`src/rtl/load_store_unit.sv`:
```
`default_nettype none
// ============================================================================
//  Module      : load_store_unit
//  Description : Initiator side of the single-cycle data-memory interface.
//                Turns byte-addressed load/store requests into word-indexed
//                memory strobes. Loads are lane-selected and extended.
//                Sub-word stores run as read-modify-write.
//  Revision    : 1.0 - initial release
// ============================================================================
module load_store_unit #(
    parameter int DEPTH = 64
) (
    input  logic        clk,
    input  logic        reset,
    input  logic        req_valid,
    output logic        req_ready,
    input  logic        req_write,
    input  logic [2:0]  req_funct3,
    input  logic [31:0] req_addr,
    input  logic [31:0] req_wdata,
    output logic        rsp_valid,
    input  logic        rsp_ready,
    output logic [31:0] rsp_rdata,
    output logic        rsp_err,
    output logic        mem_read,
    output logic        mem_write,
    output logic [31:0] mem_addr,
    output logic [31:0] mem_wdata,
    input  logic [31:0] mem_rdata,
    output logic        busy
);

    localparam logic [2:0] c_s_idle     = 3'd0;
    localparam logic [2:0] c_s_load     = 3'd1;
    localparam logic [2:0] c_s_rmw_read = 3'd2;
    localparam logic [2:0] c_s_store    = 3'd3;
    localparam logic [2:0] c_s_resp     = 3'd4;

    localparam logic [29:0] c_depth_words = 30'(DEPTH);

    logic [2:0]  state_q,  state_d;
    logic [2:0]  funct3_q, funct3_d;
    logic [31:0] addr_q,   addr_d;
    logic [31:0] merge_q,  merge_d;   // store data on accept, full write word after RMW
    logic [31:0] rdata_q,  rdata_d;
    logic        err_q,    err_d;

    logic        w_funct3_ok;
    logic        w_misaligned;
    logic        w_out_of_range;
    logic        w_req_err;
    logic [7:0]  w_byte;
    logic [15:0] w_half;
    logic [31:0] w_load_ext;
    logic [31:0] w_rmw_word;

    // Request legality check, evaluated on the live request inputs in IDLE
    always_comb begin
        if (req_write) begin
            w_funct3_ok = (req_funct3 == 3'b000) || (req_funct3 == 3'b001) ||
                          (req_funct3 == 3'b010);
        end else begin
            w_funct3_ok = (req_funct3 == 3'b000) || (req_funct3 == 3'b001) ||
                          (req_funct3 == 3'b010) || (req_funct3 == 3'b100) ||
                          (req_funct3 == 3'b101);
        end
        // Low two funct3 bits give the access size once funct3 is known legal
        w_misaligned   = ((req_funct3[1:0] == 2'b01) && req_addr[0]) ||
                         ((req_funct3[1:0] == 2'b10) && (req_addr[1:0] != 2'b00));
        w_out_of_range = (req_addr[31:2] >= c_depth_words);
        w_req_err      = !w_funct3_ok || w_misaligned || w_out_of_range;
    end

    // Load lane selection and sign/zero extension of the memory word
    always_comb begin
        unique case (addr_q[1:0])
            2'b00:   w_byte = mem_rdata[7:0];
            2'b01:   w_byte = mem_rdata[15:8];
            2'b10:   w_byte = mem_rdata[23:16];
            default: w_byte = mem_rdata[31:24];
        endcase
        w_half = addr_q[1] ? mem_rdata[31:16] : mem_rdata[15:0];
        unique case (funct3_q)
            3'b000:  w_load_ext = {{24{w_byte[7]}}, w_byte};
            3'b001:  w_load_ext = {{16{w_half[15]}}, w_half};
            3'b100:  w_load_ext = {24'h0, w_byte};
            3'b101:  w_load_ext = {16'h0, w_half};
            default: w_load_ext = mem_rdata;
        endcase
    end

    // Sub-word store merge: current memory word with the addressed lane replaced
    always_comb begin
        w_rmw_word = mem_rdata;
        if (funct3_q[1:0] == 2'b00) begin
            unique case (addr_q[1:0])
                2'b00:   w_rmw_word[7:0]   = merge_q[7:0];
                2'b01:   w_rmw_word[15:8]  = merge_q[7:0];
                2'b10:   w_rmw_word[23:16] = merge_q[7:0];
                default: w_rmw_word[31:24] = merge_q[7:0];
            endcase
        end else if (addr_q[1]) begin
            w_rmw_word[31:16] = merge_q[15:0];
        end else begin
            w_rmw_word[15:0]  = merge_q[15:0];
        end
    end

    // State and datapath registers, asynchronously cleared
    always_ff @(posedge clk or posedge reset) begin
        if (reset) begin
            state_q  <= c_s_idle;
            funct3_q <= 3'b000;
            addr_q   <= 32'h0;
            merge_q  <= 32'h0;
            rdata_q  <= 32'h0;
            err_q    <= 1'b0;
        end else begin
            state_q  <= state_d;
            funct3_q <= funct3_d;
            addr_q   <= addr_d;
            merge_q  <= merge_d;
            rdata_q  <= rdata_d;
            err_q    <= err_d;
        end
    end

    // Next-state and datapath update logic
    always_comb begin
        state_d  = state_q;
        funct3_d = funct3_q;
        addr_d   = addr_q;
        merge_d  = merge_q;
        rdata_d  = rdata_q;
        err_d    = err_q;
        unique case (state_q)
            c_s_idle: begin
                if (req_valid) begin
                    funct3_d = req_funct3;
                    addr_d   = req_addr;
                    merge_d  = req_wdata;
                    rdata_d  = 32'h0;
                    if (w_req_err) begin
                        err_d   = 1'b1;
                        state_d = c_s_resp;
                    end else if (!req_write) begin
                        state_d = c_s_load;
                    end else if (req_funct3 == 3'b010) begin
                        state_d = c_s_store;
                    end else begin
                        state_d = c_s_rmw_read;
                    end
                end
            end
            c_s_load: begin
                rdata_d = w_load_ext;
                state_d = c_s_resp;
            end
            c_s_rmw_read: begin
                merge_d = w_rmw_word;
                state_d = c_s_store;
            end
            c_s_store: begin
                state_d = c_s_resp;
            end
            c_s_resp: begin
                if (rsp_ready) begin
                    rdata_d = 32'h0;
                    err_d   = 1'b0;
                    state_d = c_s_idle;
                end
            end
            default: begin
                state_d = c_s_idle;
            end
        endcase
    end

    // Outputs decoded purely from the state register so reset drops them at once
    always_comb begin
        req_ready = (state_q == c_s_idle);
        busy      = (state_q != c_s_idle);
        rsp_valid = (state_q == c_s_resp);
        mem_read  = (state_q == c_s_load) || (state_q == c_s_rmw_read);
        mem_write = (state_q == c_s_store);
        mem_addr  = (mem_read || mem_write) ? {2'b00, addr_q[31:2]} : 32'h0;
        mem_wdata = mem_write ? merge_q : 32'h0;
        rsp_rdata = rdata_q;
        rsp_err   = err_q;
    end

endmodule
`default_nettype wire

```
`config.mk`:
```
export PLATFORM = sky130hd
export DESIGN_NAME = load_store_unit
export DESIGN_NICKNAME = d
export VERILOG_FILES = /design/src/rtl/load_store_unit.sv
export SDC_FILE = /design/constraint.sdc
export NUM_CORES = 1
export LEC_CHECK = 0
export BUFFER_PORTS_ARGS = -buffer_cell sky130_fd_sc_hd__buf_2
export CAP_MARGIN = 30
export CORE_UTILIZATION = 33
export CTS_CLUSTER_SIZE = 16
export DETAILED_ROUTE_END_ITERATION = 10
export PLACE_DENSITY = 0.61
export SYNTH_ARGS = -nofsm -noshare
export SYNTH_HDL_FRONTEND = slang
export SYNTH_SLANG_ARGS = --single-unit
```
`constraint.sdc`:
```
create_clock -name clk -period 2.75 [get_ports clk]
set_clock_uncertainty 0.1 [all_clocks]
set_input_delay 0.1375 -clock clk [delete_from_list [all_inputs] [get_ports clk]]
set_output_delay 0.1375 -clock clk [all_outputs]
set_load 0.01 [all_outputs]
```
Yosys cells after proc, flatten, opt, wreduce, memory -nomap -nowiden
Index checks and enable logic that the tools add are counted.

Register bits: 103. Bits of input ports: 104. Word-level logic and storage cells: 88.

Magnitude comparators: 1. Eq/ne operators: 20. Multiplexer cells: 28. Reduce and logical (&&, ||, !) cells: 31.

Operators with widths (count): $mux 32 (5); $pmux 32 s4 (1); $pmux 32 s3 (1); $pmux 32 s2 (1); $mux 16 (3); $mux 8 (4); $ge 30x7->1 const B (1); $mux 30 (1); $pmux 8 s3 (1); $eq 3x3->1 const B (5); $pmux 3 s4 (1); $eq 3x1->1 const B (3); $eq 3x2->1 const B (3); $logic_not 3->1 (3); $logic_or 1x1->1 (9); $mux 3 (3); $reduce_and 4->1 (2); $ne 3x3->1 const B (2); $reduce_and 2->1 (3); $reduce_and 3->1 (2); $reduce_bool 2->1 (3); $reduce_bool 3->1 (2); $mux 1 (5); $eq 2x1->1 const B (2); other kinds (10) (14).

Logic depth before layout (Yosys ltp)
Gate-level depths: netlist (run 1).

Depth after elaboration: 12. Mapped depth: 7.

Worst setup path before layout (run 1)
No wires, ideal clock.

Path type: register -> register. Start point: reg addr_q[1]. End point: reg rdata_q[22], in the netlist rsp_rdata[22]. Library setup time: 0.127 ns. Arrival: 1.641 ns. Required time: 2.523 ns. Slack: 0.883 ns. Cell stages (with the launch flop): 7. Buffers on the path: 2. Clock period less this slack: 1.867 ns. Path through: dfrtp_1 -> buf_6 -> mux2_4 -> a22oi_4 -> a2111oi_4 -> buf_6 -> a221o_2.

Cells in the longest elaborated chain, start to end: 4. Elaborated cells between the ends (all ways): 7. Those cells by class: 2 x eq/ne; 4 x mux; 1 x reduce/logical.

RTL lines: start: declaration (line 43) `logic [31:0] addr_q, addr_d;`; start signal: assignment (line 121) `addr_q <= addr_d;`; $eq 2x2->1 (tied with other cells) (line 76) `unique case (addr_q[1:0])`; $pmux 8 s3 (line 76); $pmux 32 s4 * (line 83) `unique case (funct3_q)`; $pmux 32 s3 * (line 136) `unique case (state_q)`; end signal: assignment (line 123) `rdata_q <= rdata_d;`; end: declaration (line 45) `logic [31:0] rdata_q, rdata_d;`.

Every way passes the cells marked *; elsewhere a longest branch is shown, timed or not. A chain may end at the register's enable or synchronous reset.

Worst setup path after layout (run 1)
Start point: reg state_q[1]. End point: out mem_read.

Cells in the longest elaborated chain, start to end: 2. Elaborated cells between the ends (all ways): 3. Those cells by class: 2 x eq/ne; 1 x reduce/logical.

RTL lines: start: declaration (line 41) `logic [2:0] state_q, state_d;`; start signal: assignment (line 112) `state_q <= c_s_idle;`; start signal: assignment (line 119) `state_q <= state_d;`; $eq 3x1->1 / $eq 3x2->1 (equally long branches) (line 184) `mem_read = (state_q == c_s_load) || (state_q == c_s_rmw_read);`; $logic_or 1x1->1 * (line 184); end: declaration (line 25) `output logic mem_read,`.

Marks and branches as above.

==> results.py, run 1 <==
metrics = {
    "min_path": {
        "hold_class": "input pin to flop",
        "hold_depth": 3,
        "holdCritStartpoint": "req_wdata[28]",
        "worstHoldEndpoint": "merge_q[28]",
    },
    "detailed_routing": {
        "drt_pass1_iterations": 5,
        "routed_wl_mm": 19.6,
        "postRouteAntennaNets": 0,
        "wl_per_cell_um": 19.6,
        "drt-vias-per-instance": 5.33,
        "dr_total_vias": 5329,
        "first_iter_violations": 285,
        "drc": 0,
    },
    "clock_tree": {
        "postCtsResizedCells": 0,
        "cts.clk_slew.worst_paths_ns": 0.08,
        "cts_sinks": 103,
        "cts_tree": "yes",
        "htreeDepth": 3,
        "clk_latency_ns": 0.36,
        "clock_path_buffers": 2,
        "cts_buffers": 9,
        "clockRootBuffer": "clkbuf_16",
        "post-cts-setup-buffers": 0,
        "postCtsHoldBufs": 61,
    },
    "die": {
        "coreArea_mm2": 0.0166,
        "dieArea_mm2": 0.0176,
        "chipWidth_um": 133,
        "num_rows": 47,
        "pin_count": 206,
        "die_y_um": 133,
        "start_util_pct": 33.9,
    },
    "critical_path": {
        "worstPathArrival_ns": 2.20,
        "cpLargestDelayFamily": "simple AND/OR/NAND/NOR gates",
        "cp_cell_sequence": "buf_4 -> nand2_1 -> nand2_1 -> buf_2",
        "start_kind": "flop",
        "worst_r2r_path_depth": 5,
        "critical_path_class": "flop to output port",
        "critPathMaxFanout": 36,
        "worst_setup_path_end_kind": "output port",
        "ff2ff_setup_slack_ns": 0.45,
        "slowest_delay_ns": 0.57,
        "r2r-start": "addr_q[1]",
        "slowest_stage": "nand2_1",
        "crit_top_cell": "nand2_1",
        "worst_ep_required_time_ns": 2.51,
        "path_buf_inv": 2,
        "r2r-end": "rsp_rdata[28]",
    },
    "power": {
        "netSwitchingPower_mw": 1.35,
        "pwr_density_cell_mw_per_mm2": 572,
        "vdd_drop_max_mv": 0.349,
        "pwr-share-comb_pct": 22.9,
        "p_leak_nw": 3.87,
        "p_seq_share_pct": 43.1,
        "p_int_mw": 3.14,
        "switching_share_pct": 30.1,
        "clkPwrFrac_pct": 34.0,
    },
    "placed_design": {
        "io_buffers": 203,
        "globalplace.congestion": 0.844,
        "hpwl_mm": 14.1,
    },
    "sta": {
        "max_slew_margin_pct": 42.3,
        "fin_crit_sh_pct": 88.7,
        "drv_slew": 0,
        "fmax_mhz": 410,
        "worst-slew-pin-transition_ns": 0.863,
        "fin_setup_tns_ns": 0,
        "hold_violations": 1,
        "fin_hold_ws_ns": -0.00125,
        "setup_viol": 0,
        "rsz0062_at_grt": "no",
        "min_period_ns": 2.44,
    },
    "global_routing": {
        "gr-total-overflow": 0,
        "antenna_found_initial": 0,
        "grt_pass1_wl_mm": 30.3,
        "gr-usage-all-layers_pct": 22.5,
        "grt_pass1_vias": 5494,
        "grt_max_degree": 70,
    },
    "cells_and_area": {
        "multi_input_area_mm2": 0.00282,
        "nNetsFinal": 879,
        "regArea_mm2": 0.00258,
        "area_delta_synth_final_pct": 39.4,
        "drive_gt1_share_pct": 39.0,
        "fin_util_pct": 47.2,
        "n_fill_cell": 1546,
        "antenna_cells": 0,
    },
    "status": {
        "status": "finished, violations left",
        "violations": "negative hold slack",
    },
    "logic_synthesis": {
        "synth_edf_count": 0,
        "synthTopCellsByArea": "dfrtp_1, mux2_2, mux2i_1, and3_1, and2_1",
        "ys_top_cells_by_count": "dfrtp_1, mux2_2, and3_1",
        "yosys_warnings": 0,
        "syn_inst": 529,
        "synth_cell_types": 49,
        "yosys_register_bits": 103,
        "avgSynthCellArea_um2": 10.7,
        "synth-seq-area-share_pct": 45.7,
        "syn_area_mm2": 0.00564,
        "synth_top_area_share_pct": 45.7,
        "yosys.area.top_type": "dfrtp_1",
        "async_flop_share_pct": 100,
        "synthFlopType": "dfrtp_1",
        "synth_most_common_cell": "dfrtp_1",
    },
    "run": {
        "cap_violations": 0,
    },
}
[through the flow]
stage	area (um2)	setup slack, ns	cells	power [mW]	hold WS (ns)
6_report	7860	0.311	1000	4.49	-0.00125
2_1_floorplan	5650	0.883	530	2.58	0.154
3_3_place_gp	6840	0.510	920	2.86	0.223
3_5_place_dp	6840	0.376	920	2.90	0.235
5_1_grt	7860	0.102	1000	4.71	0.00337
4_1_cts	7810	0.313	997	4.50	0.000101
[power by group through the flow]
stage	combinational (mW)	sequential (mW)	clock, mW
after floorplan	0.714	1.86	0
after detailed placement	0.937	1.96	0
after global routing	1.12	1.97	1.63
after CTS	1.01	1.93	1.56
final	1.03	1.94	1.53
after global placement	0.913	1.95	0
[cell usage in the layout, fill, tap and decap left out, types with 10 or more instances in the layout]
cell type      instances
a21oi_1               17
buf_4                 11
o21ai_0               27
a221o_2               10
dlygate4sd3_1         62
mux2_2                49
nand2_1               34
and2_1                34
o221ai_1              15
buf_2                203
and3_1                41
dfrtp_1              103
mux2i_1               31
nand2b_1              11
nor2_1                10
[metal layers]
layer / up-vias / global-route usage [%] / routed length [um] / part of all wire, %
met2: 246 / 37.7 / 9480 / 48
met3: 42 / 5.94 / 1370 / 7.0
met5: - / 0 / 0 / 0
met4: 0 / 9.39 / 609 / 3.1
li1: 2462 / - / - / -
met1: 2579 / 27.3 / 8100 / 41
[cell type report]
class	instances	share of cell area [%]
clock buffer	9	2.87
clock inverter	7	1.67
inverter	6	0.334
multi-input combinational	375	35.9
sequential	103	32.8
tap	220	3.50
timing repair buffer	280	22.9
[state kept, by name (all words and copies together) (netlist names)]
signal and cells:
addr_q 32, merge_q 32, rsp_err 1, funct3_q 3
rsp_rdata 32, state_q 3
[logic make-up (layout without fill, tap and decap cells)]
family          after synthesis  after routing  share of synthesized area (%)
flops                       103            103                           45.7
mux                          81             81                           15.6
simple gates                171            171                           17.5
other cells                   1              2                         0.0665
buf+inv                      52            302                           4.53
compound gates              121            121                           16.6
[how the worst max path moves through the flow]
stage / from / to / slack (ns) / cells after the start
CTS: state_q[1] / mem_read / 0.31 / 4
detailed placement: funct3_q[1] / rsp_rdata[28] / 0.38 / 4
global route: state_q[1] / mem_read / 0.10 / 4
floorplan: addr_q[1] / rsp_rdata[22] / 0.88 / 6
finish: state_q[1] / mem_read / 0.31 / 4
global placement: funct3_q[1] / rsp_rdata[28] / 0.51 / 4
[worst min-delay path: stages]
cell and delay [ns]:
buf_2 0.07, mux2i_1 0.06, o21ai_0 0.14
Note: power is estimated with default switching activity, not from simulation.
==> run 2: changes to the inputs <==
--- a/config.mk
+++ b/config.mk
@@ -7,10 +7,10 @@
 export LEC_CHECK = 0
 export BUFFER_PORTS_ARGS = -buffer_cell sky130_fd_sc_hd__buf_2
 export CAP_MARGIN = 30
-export CORE_UTILIZATION = 33
+export CORE_UTILIZATION = 45
 export CTS_CLUSTER_SIZE = 16
 export DETAILED_ROUTE_END_ITERATION = 10
-export PLACE_DENSITY = 0.61
+export PLACE_DENSITY = 0.79
 export SYNTH_ARGS = -nofsm -noshare
 export SYNTH_HDL_FRONTEND = slang
 export SYNTH_SLANG_ARGS = --single-unit
==> run 2 against run 1 <==
  * The run now ends clean
  * Utilization is 17 points higher
  * Via count rose by 4.3%
  * Largest cell class unchanged
  * Sequential cell count did not move
  * Non-clock buffer count decreased by 1
==> results.py, run 2 (synthesized netlist as in run 1, its figures left out) <==
metrics = {
    "status": {
        "status": "completed",
    },
    "die": {
        "dieArea_mm2": 0.0130,
        "die_y_um": 114,
        "chipWidth_um": 114,
        "start_util_pct": 46.5,
        "coreArea_mm2": 0.0121,
        "pin_count": 206,
        "num_rows": 40,
    },
    "global_routing": {
        "grt_max_degree": 68,
        "grt_pass1_vias": 5583,
        "antenna_found_initial": 0,
        "gr-usage-all-layers_pct": 30.2,
        "grt_pass1_wl_mm": 29.6,
        "gr-total-overflow": 0,
    },
    "sta": {
        "fin_ws_ns": 0.383,
        "fmax_mhz": 423,
        "fin_hold_ws_ns": 0.0142,
        "drv_slew": 0,
        "min_period_ns": 2.37,
        "max_slew_margin_pct": 30.4,
        "worst-slew-pin-transition_ns": 1.04,
        "fin_crit_sh_pct": 86.1,
        "rsz0062_at_grt": "no",
        "hold_violations": 0,
        "setup_viol": 0,
        "fin_setup_tns_ns": 0,
    },
    "critical_path": {
        "worst_r2r_path_depth": 4,
        "r2r-start": "addr_q[1]",
        "critical_path_class": "flop to flop",
        "r2r-end": "rsp_rdata[30]",
        "slowest_delay_ns": 0.92,
        "worst_ep_required_time_ns": 2.94,
        "worst_setup_path_end_kind": "flop",
        "start_kind": "flop",
        "slowest_stage": "a2111oi_4",
        "cp_cell_sequence": "mux2_4 -> a22oi_4 -> a2111oi_4 -> a221o_2",
        "ff2ff_setup_slack_ns": 0.38,
        "critPathMaxFanout": 16,
        "worstPathArrival_ns": 2.56,
    },
    "clock_tree": {
        "clockRootBuffer": "clkbuf_16",
        "cts_buffers": 9,
        "clk_latency_ns": 0.35,
        "cts.clk_slew.worst_paths_ns": 0.07,
        "post-cts-setup-buffers": 0,
        "htreeDepth": 3,
        "cts_tree": "yes",
        "postCtsHoldBufs": 62,
        "cts_sinks": 103,
        "postCtsResizedCells": 0,
        "clock_path_buffers": 2,
    },
    "cells_and_area": {
        "regArea_mm2": 0.00258,
        "final_common_cell": "buf_2",
        "multi_input_area_mm2": 0.00282,
        "area_delta_synth_final_pct": 37.1,
        "drive_gt1_share_pct": 38.8,
        "final_cell_area_mm2": 0.00773,
        "antenna_cells": 0,
        "n_fill_cell": 968,
        "nNetsFinal": 878,
        "final_cell_mix": "buf_2, dfrtp_1, dlygate4sd3_1, mux2_2, and3_1",
    },
    "run": {
        "cap_violations": 0,
    },
    "min_path": {
        "worstHoldEndpoint": "rsp_rdata[0]",
        "hold_class": "input pin to flop",
        "hold_depth": 3,
        "holdCritStartpoint": "mem_rdata[0]",
    },
    "detailed_routing": {
        "routed_wl_mm": 19.3,
        "drt_pass1_iterations": 6,
        "first_iter_violations": 474,
        "dr_total_vias": 5557,
        "drc": 0,
        "drt-vias-per-instance": 5.87,
        "wl_per_cell_um": 20.3,
        "postRouteAntennaNets": 0,
    },
    "placed_design": {
        "placed_area_mm2": 0.00677,
        "globalplace.congestion": 0.897,
        "hpwl_mm": 13.0,
        "io_buffers": 203,
        "dp_slack_ns": 0.525,
    },
    "power": {
        "vdd_drop_max_mv": 0.466,
        "clkPwrFrac_pct": 31.9,
        "pwr_density_cell_mw_per_mm2": 565,
        "p_leak_nw": 3.83,
        "p_seq_share_pct": 44.6,
        "switching_share_pct": 30.7,
        "finalPower_mw": 4.36,
        "p_int_mw": 3.02,
        "pwr-share-comb_pct": 23.5,
        "netSwitchingPower_mw": 1.34,
    },
}
-- run 2: worst max-delay path by stage --
stage	from	endpoint	slack (ns)	depth (start not counted)
finish	addr_q[1]	rsp_rdata[30]	0.38	4
global route	addr_q[1]	rsp_rdata[30]	0.26	4
CTS	addr_q[1]	rsp_rdata[30]	0.45	4
detailed placement	addr_q[1]	rsp_rdata[27]	0.53	4
global placement	addr_q[1]	rsp_rdata[29]	0.57	4
floorplan	addr_q[1]	rsp_rdata[22]	0.88	6
-- run 2: power groups by stage --
stage	Combinational, mW	Sequential [mW]	Clock (mW)
global placement	0.890	1.95	0
global route	1.10	1.97	1.48
floorplan	0.714	1.86	0
detailed placement	0.927	1.96	0
finish	1.02	1.95	1.39
CTS	0.997	1.94	1.41
-- run 2: metal layers --
layer	vias up	part of all wire, %	global-route usage (%)	wire length [um]
li1	2464	-	-	-
met1	2660	39	36.6	7430
met2	372	49	50.7	9430
met3	61	8.5	7.39	1630
met4	0	4.0	13.7	774
met5	-	0	0	0
-- run 2: worst max-delay path: cells and delay by family, from the launching register on --
family | cells | cell delay (ns)
multiplexers | 1 | 0.27
AO/OA/AOI/OAI | 3 | 1.29
flip-flops | 1 | 0.65
-- run 2: cell type report --
class	instances	share of cell area [%]
clock inverter	7	1.26
sequential	103	33.3
clock buffer	9	2.91
timing repair buffer	279	22.9
inverter	6	0.340
multi-input combinational	375	36.5
tap	168	2.72
-- run 2: per-stage QoR --
step,cells,utilization [%]
after floorplan,530,-
after global placement,867,55.9
after detailed placement,867,55.9
after CTS,945,63.7
after global routing,947,63.8
final,947,63.8
